$ cat src/rtl/mdu_pkg.sv
// Shared types and opcode helpers for the multiply/divide unit and its HI/LO registers.
package mdu_pkg;

  typedef enum logic [3:0] {
    OP_NOP   = 4'd0,
    OP_MULT  = 4'd1,
    OP_MULTU = 4'd2,
    OP_DIV   = 4'd3,
    OP_DIVU  = 4'd4,
    OP_MTHI  = 4'd5,
    OP_MTLO  = 4'd6,
    OP_MADD  = 4'd7,
    OP_MADDU = 4'd8,
    OP_MSUB  = 4'd9,
    OP_MSUBU = 4'd10
  } mdu_op_t;

  typedef enum logic [1:0] {
    ST_IDLE = 2'd0,
    ST_MUL  = 2'd1,
    ST_DIV  = 2'd2,
    ST_FIX  = 2'd3
  } mdu_state_t;

  function automatic logic is_mul(mdu_op_t op);
    return op inside {OP_MULT, OP_MULTU};
  endfunction

  function automatic logic is_div(mdu_op_t op);
    return op inside {OP_DIV, OP_DIVU};
  endfunction

  function automatic logic is_acc(mdu_op_t op);
    return op inside {OP_MADD, OP_MADDU, OP_MSUB, OP_MSUBU};
  endfunction

  function automatic logic is_sub(mdu_op_t op);
    return op inside {OP_MSUB, OP_MSUBU};
  endfunction

  // Multi-cycle ops that stall the pipeline; accumulate ops only count when enabled.
  function automatic logic is_muldiv(mdu_op_t op, logic acc_en);
    return is_mul(op) || is_div(op) || (acc_en && is_acc(op));
  endfunction

  function automatic logic is_signed(mdu_op_t op);
    return op inside {OP_MULT, OP_DIV, OP_MADD, OP_MSUB};
  endfunction

endpackage

$ cat src/rtl/mdu_hilo_if.sv
// EX-stage to MDU connection: operation request, pipeline hazard controls and HI/LO results.
interface mdu_hilo_if #(
  parameter int WIDTH = 32
);
  import mdu_pkg::*;

  logic             start_i;
  mdu_op_t          op_i;
  logic [WIDTH-1:0] a_i;
  logic [WIDTH-1:0] b_i;
  logic             flush_i;
  logic             stall_ext_i;
  logic             stall_o;
  logic             done_o;
  logic [WIDTH-1:0] hi_o;
  logic [WIDTH-1:0] lo_o;

  modport master (
    output start_i, op_i, a_i, b_i, flush_i, stall_ext_i,
    input  stall_o, done_o, hi_o, lo_o
  );

  modport slave (
    input  start_i, op_i, a_i, b_i, flush_i, stall_ext_i,
    output stall_o, done_o, hi_o, lo_o
  );
endinterface

$ cat src/rtl/mdu_divider.sv
// Iterative radix-2 restoring divider on unsigned magnitudes: one quotient bit per step.
module mdu_divider #(
  parameter int WIDTH = 32
) (
  input  logic             clk,
  input  logic             load_i,
  input  logic             step_i,
  input  logic [WIDTH-1:0] dividend_i,
  input  logic [WIDTH-1:0] divisor_i,
  output logic [WIDTH-1:0] quotient_o,
  output logic [WIDTH-1:0] remainder_o
);

  logic [WIDTH-1:0] rem_q, rem_d;
  logic [WIDTH-1:0] quo_q, quo_d;
  logic [WIDTH-1:0] dvs_q;
  logic [WIDTH:0]   shifted;
  logic [WIDTH:0]   diff;

  always_comb begin
    // NOTE: every comb output gets a default first so no path can infer a latch.
    rem_d   = rem_q;
    quo_d   = quo_q;
    shifted = {rem_q, quo_q[WIDTH-1]};
    diff    = shifted - {1'b0, dvs_q};
    if (load_i) begin
      rem_d = '0;
      quo_d = dividend_i;
    end else if (step_i) begin
      // diff[WIDTH] set means the trial subtraction went negative: restore.
      if (!diff[WIDTH]) begin
        rem_d = diff[WIDTH-1:0];
        quo_d = {quo_q[WIDTH-2:0], 1'b1};
      end else begin
        rem_d = shifted[WIDTH-1:0];
        quo_d = {quo_q[WIDTH-2:0], 1'b0};
      end
    end
  end

  // NOTE: pure datapath, deliberately not reset -- every divide loads it before the first step.
  always_ff @(posedge clk) begin
    // NOTE: non-blocking assignments so all registers see pre-edge values.
    rem_q <= rem_d;
    quo_q <= quo_d;
    if (load_i) dvs_q <= divisor_i;
  end

  assign quotient_o  = quo_q;
  assign remainder_o = rem_q;

endmodule

$ cat src/rtl/mdu_hilo.sv
// Multiply/divide unit with architectural HI/LO for the EX stage; stalls the pipe until commit.
module mdu_hilo
  import mdu_pkg::*;
#(
  parameter int WIDTH      = 32,
  parameter int MUL_CYCLES = 1,
  parameter int ACC_EN     = 0
) (
  input logic       clk,
  input logic       rst,
  mdu_hilo_if.slave bus
);

  localparam int   PIPE  = (MUL_CYCLES > 1) ? MUL_CYCLES - 1 : 1;
  localparam int   CNT_W = $clog2(WIDTH + 1);
  localparam logic ACC   = (ACC_EN != 0);

  mdu_state_t       state_q, state_d;
  logic [CNT_W-1:0] cnt_q, cnt_d;
  logic             done_q, done_d;
  logic [WIDTH-1:0] hi_q, hi_d, lo_q, lo_d;

  mdu_op_t          op_q;
  logic [WIDTH-1:0] a_q;
  logic             neg_quo_q, neg_rem_q, div0_q;
  logic [2*WIDTH-1:0] pipe_q [PIPE];

  mdu_op_t          op;
  logic [WIDTH-1:0] a, b;
  logic             sgn, long_op, mul_class;
  logic             busy, accept, div_load, div_step, mul_commit, div_commit;
  logic [2*WIDTH-1:0] a_ext, b_ext, prod_now, cprod, acc_val, mul_res;
  mdu_op_t          cop;
  logic [WIDTH-1:0] a_abs, b_abs, quotient, remainder;

  assign op = bus.op_i;
  assign a  = bus.a_i;
  assign b  = bus.b_i;

  always_comb begin
    sgn       = is_signed(op);
    long_op   = is_muldiv(op, ACC);
    mul_class = long_op & ~is_div(op);
    a_ext     = {{WIDTH{sgn & a[WIDTH-1]}}, a};
    b_ext     = {{WIDTH{sgn & b[WIDTH-1]}}, b};
    prod_now  = a_ext * b_ext;
    a_abs     = (sgn && a[WIDTH-1]) ? -a : a;
    b_abs     = (sgn && b[WIDTH-1]) ? -b : b;
  end

  always_ff @(posedge clk) begin
    if (rst) begin
      state_q <= ST_IDLE;
      cnt_q   <= '0;
    end else begin
      state_q <= state_d;
      cnt_q   <= cnt_d;
    end
  end

  always_comb begin
    state_d = state_q;
    cnt_d   = cnt_q;
    unique case (state_q)
      ST_IDLE: begin
        if (accept && long_op) begin
          if (is_div(op)) begin
            state_d = ST_DIV;
            cnt_d   = '0;
          end else if (MUL_CYCLES > 1) begin
            state_d = ST_MUL;
            cnt_d   = CNT_W'(1);
          end
        end
      end
      ST_MUL: begin
        if (cnt_q == CNT_W'(MUL_CYCLES - 1)) state_d = ST_IDLE;
        else                                 cnt_d   = cnt_q + 1'b1;
      end
      ST_DIV: begin
        if (cnt_q == CNT_W'(WIDTH - 1)) state_d = ST_FIX;
        else                            cnt_d   = cnt_q + 1'b1;
      end
      ST_FIX:  state_d = ST_IDLE;
      default: state_d = ST_IDLE;
    endcase
    if (bus.flush_i) begin
      state_d = ST_IDLE;
      cnt_d   = '0;
    end
  end

  // done_q blocks re-acceptance: the committed instruction may still sit in EX.
  always_comb begin
    busy        = (state_q != ST_IDLE);
    accept      = bus.start_i & ~busy & ~done_q & ~bus.flush_i;
    bus.stall_o = busy | (bus.start_i & long_op & ~done_q);
    div_load    = accept & is_div(op);
    div_step    = (state_q == ST_DIV);
    div_commit  = (state_q == ST_FIX) & ~bus.flush_i;
    if (MUL_CYCLES == 1) mul_commit = accept & mul_class;
    else mul_commit = (state_q == ST_MUL) & (cnt_q == CNT_W'(MUL_CYCLES - 1)) & ~bus.flush_i;
  end

  mdu_divider #(.WIDTH(WIDTH)) u_div (
    .clk        (clk),
    .load_i     (div_load),
    .step_i     (div_step),
    .dividend_i (a_abs),
    .divisor_i  (b_abs),
    .quotient_o (quotient),
    .remainder_o(remainder)
  );

  always_ff @(posedge clk) begin
    if (accept && long_op) begin
      op_q      <= op;
      a_q       <= a;
      neg_quo_q <= sgn & (a[WIDTH-1] ^ b[WIDTH-1]);
      neg_rem_q <= sgn & a[WIDTH-1];
      div0_q    <= (b == '0);
      pipe_q[0] <= prod_now;
    end
    for (int k = 1; k < PIPE; k++) pipe_q[k] <= pipe_q[k-1];
  end

  always_comb begin
    cop     = (MUL_CYCLES == 1) ? op : op_q;
    cprod   = (MUL_CYCLES == 1) ? prod_now : pipe_q[PIPE-1];
    acc_val = {hi_q, lo_q};
    if (ACC && is_acc(cop)) mul_res = is_sub(cop) ? acc_val - cprod : acc_val + cprod;
    else                    mul_res = cprod;

    hi_d   = hi_q;
    lo_d   = lo_q;
    done_d = done_q & bus.stall_ext_i & ~bus.flush_i;
    if (accept && op == OP_MTHI) hi_d = a;
    if (accept && op == OP_MTLO) lo_d = a;
    if (mul_commit) begin
      {hi_d, lo_d} = mul_res;
      done_d       = 1'b1;
    end
    if (div_commit) begin
      if (div0_q) begin
        lo_d = '1;
        hi_d = a_q;
      end else begin
        lo_d = neg_quo_q ? -quotient : quotient;
        hi_d = neg_rem_q ? -remainder : remainder;
      end
      done_d = 1'b1;
    end
  end

  always_ff @(posedge clk) begin
    if (rst) begin
      hi_q   <= '0;
      lo_q   <= '0;
      done_q <= 1'b0;
    end else begin
      hi_q   <= hi_d;
      lo_q   <= lo_d;
      done_q <= done_d;
    end
  end

  assign bus.done_o = done_q;
  assign bus.hi_o   = hi_q;
  assign bus.lo_o   = lo_q;

  // A stalled pipeline cannot present MTHI/MTLO while busy; such a request is ignored.
  a_no_mt_busy: assert property (@(posedge clk) disable iff (rst)
    !(bus.start_i && busy && (bus.op_i == OP_MTHI || bus.op_i == OP_MTLO)));

endmodule

$ cat src/flat_wrapper.sv
// flat-port wrapper written by rule: the top's interface ports become plain ports
module mdu_hilo_flat import mdu_pkg::*;
#(
  parameter int WIDTH      = 32,
  parameter int MUL_CYCLES = 1,
  parameter int ACC_EN     = 0
)
  (clk, rst, bus_start_i, bus_op_i, bus_a_i, bus_b_i, bus_flush_i, bus_stall_ext_i, bus_stall_o, bus_done_o, bus_hi_o, bus_lo_o);
  mdu_hilo_if #(.WIDTH(WIDTH)) bus_i ();
  input logic clk;
  input logic rst;
  input wire logic [$bits(bus_i.start_i)-1:0] bus_start_i;
  input wire logic [$bits(bus_i.op_i)-1:0] bus_op_i;
  input wire logic [$bits(bus_i.a_i)-1:0] bus_a_i;
  input wire logic [$bits(bus_i.b_i)-1:0] bus_b_i;
  input wire logic [$bits(bus_i.flush_i)-1:0] bus_flush_i;
  input wire logic [$bits(bus_i.stall_ext_i)-1:0] bus_stall_ext_i;
  output wire logic [$bits(bus_i.stall_o)-1:0] bus_stall_o;
  output wire logic [$bits(bus_i.done_o)-1:0] bus_done_o;
  output wire logic [$bits(bus_i.hi_o)-1:0] bus_hi_o;
  output wire logic [$bits(bus_i.lo_o)-1:0] bus_lo_o;
  assign bus_i.start_i = bus_start_i;
  assign bus_i.op_i = bus_op_i;
  assign bus_i.a_i = bus_a_i;
  assign bus_i.b_i = bus_b_i;
  assign bus_i.flush_i = bus_flush_i;
  assign bus_i.stall_ext_i = bus_stall_ext_i;
  assign bus_stall_o = bus_i.stall_o;
  assign bus_done_o = bus_i.done_o;
  assign bus_hi_o = bus_i.hi_o;
  assign bus_lo_o = bus_i.lo_o;
  mdu_hilo #(.WIDTH(WIDTH), .MUL_CYCLES(MUL_CYCLES), .ACC_EN(ACC_EN)) u_core (.clk(clk), .rst(rst), .bus(bus_i));
endmodule
$ cat config.mk
export PLATFORM = sky130hd
export DESIGN_NAME = mdu_hilo_flat
export DESIGN_NICKNAME = d
export VERILOG_FILES = /design/src/rtl/mdu_pkg.sv /design/src/rtl/mdu_hilo_if.sv /design/src/rtl/mdu_divider.sv /design/src/rtl/mdu_hilo.sv /design/src/flat_wrapper.sv
export SDC_FILE = /design/constraint.sdc
export NUM_CORES = 2
export LEC_CHECK = 0
export CORE_MARGIN = 1
export CORE_UTILIZATION = 60
export DETAILED_ROUTE_END_ITERATION = 7
export GPL_ROUTABILITY_DRIVEN = 0
export PLACE_DENSITY_LB_ADDON = 0.08
export SYNTH_ARGS = -nofsm -noshare
export SYNTH_HDL_FRONTEND = slang
export SYNTH_SLANG_ARGS = --single-unit
$ cat constraint.sdc
create_clock -name clk -period 33.5 [get_ports clk]
set_input_delay 6.7 -clock clk [delete_from_list [all_inputs] [get_ports clk]]
set_output_delay 6.7 -clock clk [all_outputs]
set_load 0.005 [all_outputs]
==> out/summary.md <==
The number of setup buffers added after CTS is 0. The tools report the core region area as 84000 um^2. In the synthesized netlist the dominant register cell turns out to be sky130_fd_sc_hd__dfxtp_1. The area growth from synthesis to layout is 5.27%. For the pin with the worst max-slew slack, the measured transition is 1.20 ns.

The slowest stage of the critical path belongs to the cell sky130_fd_sc_hd__fa_1. The cell count after synthesis came out at 5806. TritonCTS built the clock tree. The tools report the final routed DRC violation total as 0.

In this run the worst setup path terminates at u_core.bus.hi_o[30]. Number of buffer cells added on primary ports: 138. Yosys attributes the largest share of cell area to sky130_fd_sc_hd__fa_1 (44%), sky130_fd_sc_hd__inv_1 (8.8%), sky130_fd_sc_hd__nand2_1 (7.3%), sky130_fd_sc_hd__ha_1 (6.3%), sky130_fd_sc_hd__edfxtp_1 (5.8%). The worst setup path is launched from an input pin. The tools report the net count after synthesis as 7262.

During I/O placement, the number of pins put on the boundary was 139. Share of post-route cells with drive strength above 1: 3.47%. The number of unique standard cell types used by synthesis was 78. The worst register-to-register path ends at u_core.u_div.remainder_o[4]. The overall routing resource usage came out at 36.8%. Timing would allow up to 58.8 MHz.

The run gives 16.50 ns as the final worst setup slack. The run finished with clean final reports. The finished cells cover 53700 um^2.

The worst slew margin relative to its limit was 19.4%. The post-route clock period utilization is 50.7%. Buffers inserted to repair hold after CTS numbered 0.

The pin count of the biggest net entering global routing was 77; the final standard cell count with taps included and fillers excluded was 6844. Cell area reported after detailed placement: 52900 um^2. The via-per-instance ratio was 5.84; the count of clock tree sinks was 204.

The type of the tightest min-delay check is reg2reg. The logs give 39979 for the number of vias after detailed routing and 0 for the max-capacitance violation count. The starting density of the core is 60.8%, and the clock period minus worst slack is 17.00 ns.

The tools report the data required time of the worst path as 33.95 ns. Averaged over all synthesized cells, the footprint is 8.78 um^2. The first global-routing pass estimated 241 mm of wire. Library cell used as clock root buffer: sky130_fd_sc_hd__clkbuf_16. After detailed routing, the average wire length per cell comes to 22.3 um. For this run, the detailed router's first-pass iteration total came to 6. The worst setup path is of the in2reg kind. Clock skew on the completed layout was measured at 0.0159 ns.

Counting flops and latches in the post-synthesis netlist gives 204. Number of levels in the clock H-tree: 1. Routed wire length: 153 mm. The tools report the start point of the worst min-delay path as u_core.bus.lo_o[20].

The largest total area in the synthesized netlist belongs to sky130_fd_sc_hd__fa_1. For flop-to-flop paths, the worst setup slack is 28.91 ns. Sequential cells were found to cover 9.95% of the synthesized design area.

The worst setup timing slack at the placement stage came out at 16.06 ns. Setup repair after global routing left no endpoint under its margin. The number of antenna violations at the first check in global routing came out at 8. The count of instances resized after the clock tree is built was 0; the width of the die was 294 um.

The worst stage delay on the critical path is 0.84 ns. The run gives 86200 um^2 as the total die area. In this run the critical register-to-register path is launched from u_core.u_div.quotient_o[31]. Hold violation count in the final report: 0. The post-synthesis instance area is 51000 um^2, and the via count of the first global-routing pass is 41387. For the number of pins exceeding their max-slew limit in the final report, the log shows 0.

The final net count came out at 7147. The maximum fanout along the worst path was 31. The run gives 0 as the total setup violations reported at the end of the flow. The top cell type by area accounts for 44.2% of the synthesized area.

The number of antenna-violating nets in the routed design is 0, and the clock transition time at the flip-flop clock pins of the worst setup and hold paths is 0.06 ns. Counting the fill cells in the layout gives 7246. The tools report the buffer levels on the longest clock path as 3.

The total grt overflow is 0, and the count of flip-flops with a built-in enable after synthesis is 99. The depth of the most critical reg-to-reg path is 14, and the DRC marker count from the first detailed-route iteration is 3291. The logs give 0 for the number of synthesis warnings and 6800 for the number of cells after detailed placement. The worst setup path is captured at a flip-flop.

In the final timing run, aggregate negative setup slack is 0 ns. The die is 294 um tall. The critical path starts at bus_op_i[1]. The number of placement rows was 106. At the worst endpoint, the arrival time is 17.44 ns. The logs give 116 mm for the HPWL after detailed placement and 0.52 ns for the clock latency on the worst-skew pair.

For the number of buffers created by CTS, the log shows 23. Counting flops with an async set or reset pin after synthesis yields a share of 0%.
-- final cells by class --
type / count / area, um^2 / area share (%)
inverter: 1200 / 4500 / 8.39
sequential: 204 / 5070 / 9.45
clock inverter: 8 / 66.3 / 0.124
timing repair buffer: 226 / 1840 / 3.42
tap: 1134 / 1420 / 2.64
clock buffer: 32 / 692 / 1.29
antenna: 4 / 10.0 / 0.0186
multi-input combinational: 4036 / 40100 / 74.7
-- placed cells by master, fill, tap and decap left out, types with 34 or more instances in the layout --
cell type                         instances
sky130_fd_sc_hd__a21o_1                  36
sky130_fd_sc_hd__xor2_1                  91
sky130_fd_sc_hd__inv_1                 1199
sky130_fd_sc_hd__o21ai_0                165
sky130_fd_sc_hd__nor3_1                  34
sky130_fd_sc_hd__a31oi_1                 34
sky130_fd_sc_hd__buf_2                   41
sky130_fd_sc_hd__ha_1                   256
sky130_fd_sc_hd__dfxtp_1                105
sky130_fd_sc_hd__buf_4                   88
sky130_fd_sc_hd__edfxtp_1                99
sky130_fd_sc_hd__fa_1                  1126
sky130_fd_sc_hd__and2_1                 325
sky130_fd_sc_hd__nand2_1                984
sky130_fd_sc_hd__nor2_1                 207
sky130_fd_sc_hd__xnor2_1                127
sky130_fd_sc_hd__clkdlybuf4s50_1         97
sky130_fd_sc_hd__a21oi_1                191
-- sequential cells by signal (all words and copies together), names as in the netlist --
signal / cells
u_core.cnt_q: 6
u_core.state_q: 2
u_core.div0_q: 1
u_core.u_div.quotient_o: 32
u_core.bus.done_o: 1
u_core.bus.lo_o: 32
u_core.a_q: 32
u_core.neg_rem_q: 1
u_core.u_div.remainder_o: 32
u_core.bus.hi_o: 32
u_core.neg_quo_q: 1
u_core.u_div.dvs_q: 32
-- layer usage --
metal	part of all wire [%]	vias up	track usage [%]
met5	0	-	0
met4	3.9	0	13.0
met3	10	325	6.94
met2	46	1940	59.2
met1	40	20373	50.2
li1	-	17341	-
-- critical path: cells and delay by family --
kind	cells	cell delay [ns]
AOI/OAI and AO/OA	3	0.58
buffers and inverters	10	2.63
muxes	1	0.25
adders and majority gates	9	4.61
and+or+nand+nor	7	2.62
-- Yosys cell counts, drive strengths merged, types with 17 or more instances --
cell type  instances
o21ai            183
inv             1200
edfxtp            99
o211ai            19
or3               21
ha               257
or4               19
fa              1126
a21oi            191
nor4              18
o31ai             30
dfxtp            105
a31oi             34
buf               70
xnor2            128
nor2             208
and2             325
nand3             32
xor2              91
nand2            986
mux2i             18
a211oi            31
nor3              34
a21o              36
clkbuf           296
o21a              17
nand2b            28
o41ai             20
-- cells by family (layout without fill, tap and decap cells) --
family                     Yosys count  in the layout  synth area share, %
AOI/OAI and AO/OA                  671            671                 8.31
buffers and inverters             1566           1466                 11.5
and+or+nand+nor                   1741           1741                 15.5
other                                0              4                    0
muxes                               22             22                0.442
DFF                                204            204                 9.95
adders and majority gates         1383           1383                 50.5
xor gates and xnor gates           219            219                 3.76
-- stage by stage --
step | utilization [%] | hold slack (ns)
6_report | 64.0 | 0.454
5_1_grt | 63.9 | 0.471
4_1_cts | 63.9 | 0.454
3_5_place_dp | 63.0 | 0.446
3_3_place_gp | 63.0 | 0.443
2_1_floorplan | - | 0.445
-- worst min-delay path by stage --
stage / to / slack [ns] / cells after the start
after floorplan: u_core.bus.hi_o[31] / 0.44 / 2
after global placement: u_core.bus.lo_o[31] / 0.44 / 2
after detailed placement: u_core.bus.lo_o[20] / 0.45 / 2
after CTS: u_core.bus.lo_o[20] / 0.45 / 2
after global routing: u_core.bus.lo_o[11] / 0.47 / 2
final: u_core.bus.lo_o[20] / 0.45 / 2
Power is not shown: default switching activity piles up to over one toggle a cycle in this logic, so the estimate is an artifact.
